<file path="config.mk">
export PLATFORM = sky130hd
export DESIGN_NAME = reg_file_wr_arbiter
export DESIGN_NICKNAME = d
export VERILOG_FILES = /design/src/rtl/reg_file_wr_arbiter.sv
export SDC_FILE = /design/constraint.sdc
export NUM_CORES = 1
export LEC_CHECK = 0
export ABC_AREA = 1
export CORE_MARGIN = 2
export CORE_UTILIZATION = 45
export DETAILED_ROUTE_END_ITERATION = 10
export PLACE_DENSITY = 0.85
export SYNTH_ARGS = -nofsm -noshare
export SYNTH_HDL_FRONTEND = slang
export SYNTH_SLANG_ARGS = --single-unit
</file>
<file path="constraint.sdc">
create_clock -name clock -period 2.4 [get_ports clock]
set_input_delay 0.48 -clock clock [delete_from_list [all_inputs] [get_ports clock]]
set_output_delay 0.48 -clock clock [all_outputs]
set_load 0.02 [all_outputs]
</file>
<file path="src/rtl/reg_file_wr_arbiter.sv">
// Write-port arbiter for a 2-entry register file with two requesters.
// Each requester issues a plain WRITE or an RMW ADD. A 3-state FSM
// (IDLE/READ/WRITE) handles one operation at a time, so every RMW sees
// all earlier writes. Requesters are granted round-robin.

// Per-requester handshake lane: ready while its grant is being accepted,
// done while its latched write is on the register file port.
module reg_file_wr_arbiter_lane #(
  parameter int ID = 0
) (
  input  logic acc,
  input  logic gnt_id,
  input  logic wr_cyc,
  input  logic id_q,
  output logic ready,
  output logic done
);
  assign ready = acc && (int'(gnt_id) == ID);
  assign done  = wr_cyc && (int'(id_q) == ID);
endmodule

module reg_file_wr_arbiter #(
  parameter int DATA_W = 16,
  parameter int ADDR_W = 1
) (
  input  logic                  clock,
  input  logic                  reset,
  input  logic [1:0]            req_valid_in,
  input  logic [1:0]            req_op_in,
  input  logic [2*ADDR_W-1:0]   req_addr_in,
  input  logic [2*DATA_W-1:0]   req_data_in,
  output logic [1:0]            req_ready_out,
  output logic [1:0]            done_out,
  output logic                  busy_out,
  input  logic [DATA_W-1:0]     rf_a_in,
  output logic [ADDR_W-1:0]     rf_raddr_out,
  output logic                  rf_wen_out,
  output logic [ADDR_W-1:0]     rf_waddr_out,
  output logic [DATA_W-1:0]     rf_c_out
);

  localparam int NUM_REQ = 2;

  typedef enum logic [1:0] {IDLE = 2'd0, READ = 2'd1, WRITE = 2'd2} state_t;

  // Latched request; cleared on reset
  typedef struct packed {
    logic              op;
    logic [ADDR_W-1:0] addr;
    logic [DATA_W-1:0] data;
    logic              id;
  } req_t;

  state_t            state, state_nxt;
  req_t              req_q;
  logic              prio;
  logic [DATA_W-1:0] rd_q;

  logic              gnt_id;
  logic              acc;
  logic              wr_cyc;
  req_t              req_sel;

  // Grant: priority pointer breaks ties, a lone requester wins outright
  always_comb begin
    gnt_id = 1'b0;
    if (&req_valid_in)        gnt_id = prio;
    else if (req_valid_in[1]) gnt_id = 1'b1;
  end

  // A ready bit is only raised toward a valid requester, so ready implies transfer
  assign acc    = (state == IDLE) && (|req_valid_in);
  assign wr_cyc = (state == WRITE);

  assign req_sel.op   = req_op_in[gnt_id];
  assign req_sel.addr = req_addr_in[gnt_id*ADDR_W +: ADDR_W];
  assign req_sel.data = req_data_in[gnt_id*DATA_W +: DATA_W];
  assign req_sel.id   = gnt_id;

  // State register
  always_ff @(posedge clock or posedge reset) begin
    if (reset) state <= IDLE;
    else       state <= state_nxt;
  end

  // Next-state logic
  always_comb begin
    state_nxt = state;
    case (state)
      IDLE:    if (acc) state_nxt = req_sel.op ? READ : WRITE;
      READ:    state_nxt = WRITE;
      WRITE:   state_nxt = IDLE;
      default: state_nxt = IDLE;
    endcase
  end

  // Request latch, round-robin pointer and read capture
  always_ff @(posedge clock or posedge reset) begin
    if (reset) begin
      req_q <= '0;
      prio  <= 1'b0;
      rd_q  <= '0;
    end else begin
      if (acc) begin
        req_q <= req_sel;
        prio  <= ~gnt_id;
      end
      if (state == READ) rd_q <= rf_a_in;
    end
  end

  // Per-requester ready/done lanes
  for (genvar i = 0; i < NUM_REQ; i++) begin : g_lane
    reg_file_wr_arbiter_lane #(.ID(i)) u_lane (
      .acc    (acc),
      .gnt_id (gnt_id),
      .wr_cyc (wr_cyc),
      .id_q   (req_q.id),
      .ready  (req_ready_out[i]),
      .done   (done_out[i])
    );
  end

  // Register file port outputs; write data is forced to zero outside WRITE
  always_comb begin
    rf_wen_out   = 1'b0;
    rf_waddr_out = '0;
    rf_c_out     = '0;
    if (wr_cyc) begin
      rf_wen_out   = 1'b1;
      rf_waddr_out = req_q.addr;
      rf_c_out     = req_q.op ? (rd_q + req_q.data) : req_q.data;
    end
  end

  assign rf_raddr_out = req_q.addr;
  assign busy_out     = (state != IDLE);

endmodule

</file>
# --- Yosys cells after proc, flatten, opt, wreduce, memory -nomap -nowiden ---
# Cells that the tools add are included.
# Widths: inputs -> output; s select.
totals:
  reg_bits: 38
  output_inout_bits: 24
op_classes:
  add_sub_neg: 1
  order_cmp: 1
  eq_ne: 3
  shifts: 2
  mux: 11
  bitwise_logic: 3
  n_reduce_logical: 9
op_table:
  columns: ["cell", "n"]
  rows:
  - ["$mux 16", 2]
  - ["$shiftx 32x6->16", 1]
  - ["$add 16x16->16", 1]
  - ["$mux 1", 6]
  - ["$logic_and 1x1->1", 5]
  - ["$mux 2", 2]
  - ["$pmux 2 s2", 1]
  - ["$not 1->1", 3]
  - ["$eq 2x1->1 const B", 1]
  - ["$eq 2x2->1 const B", 1]
  - ["$logic_not 2->1", 1]
  - ["$lt 1x2->1 const B", 1]
  - ["$ne 2x1->1 const B", 1]
  - ["$reduce_and 2->1", 1]
  - ["$reduce_bool 2->1", 1]
  - ["$reduce_or 2->1", 1]
  - ["$shiftx 2x2->1", 1]

# --- Longest topological paths before layout ---
logic_depth:
  ltp_word: 7
  ltp_mapped: 12

# --- Hierarchy ---
# Synthesis repeated with hierarchy kept, for this count alone.
unflattened:
  cells_unflattened: 392
  hier_area_um2: 2785.2
by_module_without_submodules:
  columns: ["module", "instances", "cells_each", "area_each_um2"]
  rows:
  - ["reg_file_wr_arbiter", 1, 384, 2750.1]
  - ["reg_file_wr_arbiter_lane (g_lane[0].u_lane)", 1, 4, 20.0]
  - ["reg_file_wr_arbiter_lane (g_lane[1].u_lane)", 1, 4, 15.0]

# --- Worst setup path before layout ---
# Ideal clock, no wire load.
synth_timing:
  kind: "reg2out"
  startpoint: "register req_q[1] (netlist bit)"
  endpoint: "output rf_c_out[8]"
  arrival_time_ns: 1.689
  required_ns: 1.920
  path_slack_ns: 0.231
  path_stages_with_launch: 12
  n_path_buf: 0
  path_cell_list: "dfrtp_1 > ha_1 > fa_1 > nand2_1 > nand2_1 > and2_4 > nand2_1 > nand2_1 > xnor2_1 > nand2_1 > nand2_1 > inv_1"
synth_via:
  elab_chain_len: 3
synth_lines:
  columns: ["item", "line_no", "rtl"]
  rows:
  - ["start: declaration", "55", "req_t req_q;"]
  - ["start signal: assignment", "105", "req_q <= req_sel;"]
  - ["$add 16x16->16", "132", "rf_c_out = req_q.op ? (rd_q + req_q.data) : req_q.data;"]
  - ["$mux 16", "132", null]
  - ["$mux 16", "129", "if (wr_cyc) begin"]
  - ["end: declaration", "39", "output logic [DATA_W-1:0] rf_c_out"]
# Every way passes these cells.

# --- Worst setup path in the final report ---
layout_timing:
  startpoint: "register req_q[1] (netlist bit)"
  endpoint: "output rf_c_out[10]"
# Same word-level chain as after synthesis.

==> results_dict.tcl <==
set metrics [dict create \
    gr-usage-met2_pct 42.5 \
    portBuffers 79 \
    critical-path-max-stage-delay_ps 410 \
    path_delay_family "simple AND/OR/NAND/NOR gates" \
    synthFlopType "dfrtp_1" \
    wl_mm 9.83 \
    use_met3_pct 4.67 \
    critPathLaunchType "register" \
    wl_per_cell_microns 17.0 \
    maxCapViolations 0 \
    slew_headroom_pct 64.3 \
    overflow 0 \
    grt_max_degree 39 \
    finalCritPeriodShare_pct 116 \
    finalHoldViolCount 0 \
    drive_gt1_share_pct 29.1 \
    row_count 28 \
    worstSetupEndpointType "output port" \
    clk_latency_ps 310 \
    busiest_layer "met2" \
    worst_pin_slew_ps 533 \
    fin_util_pct 71.8 \
    dieHeight_microns 83.3 \
    track_usage_pct 24.7 \
    nNetsFinal 576 \
    synth_nets 467 \
    core_sq_um 5990 \
    drc 0 \
    ant_nets 0 \
    min_period_ps 2790 \
    dieArea_sq_um 6950 \
    ir_drop_mv 0.902 \
    setup_viol 12 \
    clkSinkCount 38 \
    synth-seq-cells 38 \
    cp_slowest_cell "fa_2" \
    h-tree-depth 2 \
    dpl.hpwl_mm 6.11 \
    synth_top_cell_area_share_pct 33.6 \
    p_per_area_nw_per_um2 1740 \
    vias 3163 \
    status "complete, but fails checks" \
    clock_tree.buffer_depth 2 \
    ys.warnings.count 0 \
    maxSlewViolCount 0 \
    synth_seq_area_share_pct 33.6 \
    gp_congestion 0.987 \
    cpMostUsedCell "nand2_2" \
    cp.arrival_ps 2310 \
    fmax_mhz 358 \
    rsz0062_at_grt "yes" \
    io_pins 80 \
    path_clk_slew_ps 80 \
    start_util_pct 47.3 \
    diodes 0 \
    crit_buf_inv 2 \
    fin_skew_ps 3.65 \
    gr-usage-met1_pct 30.9 \
    syn-instance-count 395 \
    hold_path_class "reg -> reg" \
    ys_types 31 \
    viasPerCell 5.45 \
    fill_cells 404 \
    area_delta_synth_final_pct 51.8 \
    synth_area_sq_um 2830 \
    p_total_mw 7.47 \
    synthTopCellsByCount "nand2_1, inv_1, dfrtp_1" \
    path_class "reg -> out" \
    path_max_fanout 3 \
    synthArstFlopShare_pct 100 \
    yosys-top-cells-area "dfrtp_1, nand2_1, inv_1, ha_1, mux2_2" \
    p_leak_nw 2.24 \
    worstPathCellList "ha_2 > fa_2 > nand2_2 > nand2_2 > nand3b_1 > nand2_2 > nand2_2 > nand3_1 > nand3_2 > nand2_2 > inv_2 > buf_6" \
    syn_avg_cell_area_sq_um 7.17 \
    yosysTopAreaCell "dfrtp_1" \
    drtIter0Drc 453 \
    yosys.cell_count.top_type "nand2_1" \
    final.setup.worst_slack_ps -393 \
    ctsRootBufferMaster "clkbuf_8" \
    critical_path_required_ps 1920 \
    first_global_vias 3007 \
    ctsHoldBuffers 0 \
    numCtsBuffers 5 \
    cts_tree "built" \
    grt_pass1_wl_mm 13.9 \
    dr.pass1.iters 6 \
    die_x_microns 83.3 \
    antenna_found_initial 0 \
    synth-edff-count 0 \
    violations "negative setup slack" \
]
-- registers in the layout (all words and copies together), names as in the netlist --
| name | count |
|---|---|
| prio | 1 |
| rd_q | 16 |
| req_q | 18 |
| rf_raddr_out | 1 |
| state | 2 |
-- cell usage in the layout (no fill, tap or decap), types with 3 or more instances in the layout --
cell               n
inv_1             68
o211ai_1          11
nand3_1           23
nor2_1            12
o211ai_2           4
buf_2              7
dfrtp_1           36
buf_4             34
mux2_2            16
inv_2              6
buf_6              9
dlymetal6s2s_1     6
nand2_1          106
clkbuf_8           5
ha_4              11
a21oi_1           18
ha_1               3
clkdlybuf4s50_1   58
nand2_2           27
nor2_2             5
-- cell type report --
cell class	instances	area [sq um]	area share, %
multi-input combinational	269	1800	42.0
timing repair buffer	114	1050	24.4
sequential	38	953	22.2
inverter	76	288	6.69
tap	75	93.8	2.18
clock buffer	5	68.8	1.60
clock inverter	3	45.0	1.05
-- repair_timing --
item / CTS / global route
pin swaps: 13 / 22
buffers inserted: 2 / 6
resized for setup: 98 / 49
endpoints found under the setup margin: 15 / 21
-- cell families after synthesis --
family / synth area share, %
muxes: 6.36
DFF: 33.6
xor gates and xnor gates: 1.55
adders and majority gates: 7.33
and+or+nand+nor: 28.0
buffers and inverters: 13.2
AOI/OAI and AO/OA: 9.98
-- final timing paths --
| check | from | endpoint | slack (ps) | depth (start not counted) |
|---|---|---|---|---|
| setup reg to reg | state[0] | req_q[18] | 950 | 7 |
| hold reg to reg | state[1] | state[1] | 510 | 1 |
| setup / recovery | req_q[1] | rf_c_out[10] | -390 | 12 |
| min in group asynchronous | reset | req_q[14] | 580 | 3 |
| hold / removal | state[1] | state[1] | 510 | 1 |
| max in group asynchronous | reset | req_q[2] | 1450 | 3 |
-- metal layers --
layer,vias to the layer above,share of wire [%]
met5,-,0
met1,1440,38
met2,210,49
met3,66,7.7
li1,1447,-
met4,0,5.2
-- report_power, final --
group	switching, mW	internal (mW)	total [mW]
combinational	3.10	2.48	5.58
clock	0.258	0.309	0.568
sequential	0.355	0.966	1.32
-- stage by stage --
step                TNS [ps]  hold slack [ps]  area, sq um  setup WS (ps)  instances
floorplan                  0              472         2830            231        395
global placement       -2780              491         3830           -355        564
detailed placement     -3600              499         3830           -440        564
CTS                    -1480              510         4110           -202        574
global route           -3540              546         4300           -451        580
finish                 -2460              510         4300           -393        580
-- worst reg2reg max path: stages, from the launching register on --
cell and delay, ps:
dfrtp_1 430, nor2_2 110, inv_2 80, nor2_4 100, buf_4 240, inv_1 150
nor2_2 140, o21bai_1 110
No activity file was read; power rests on OpenSTA's default activity.
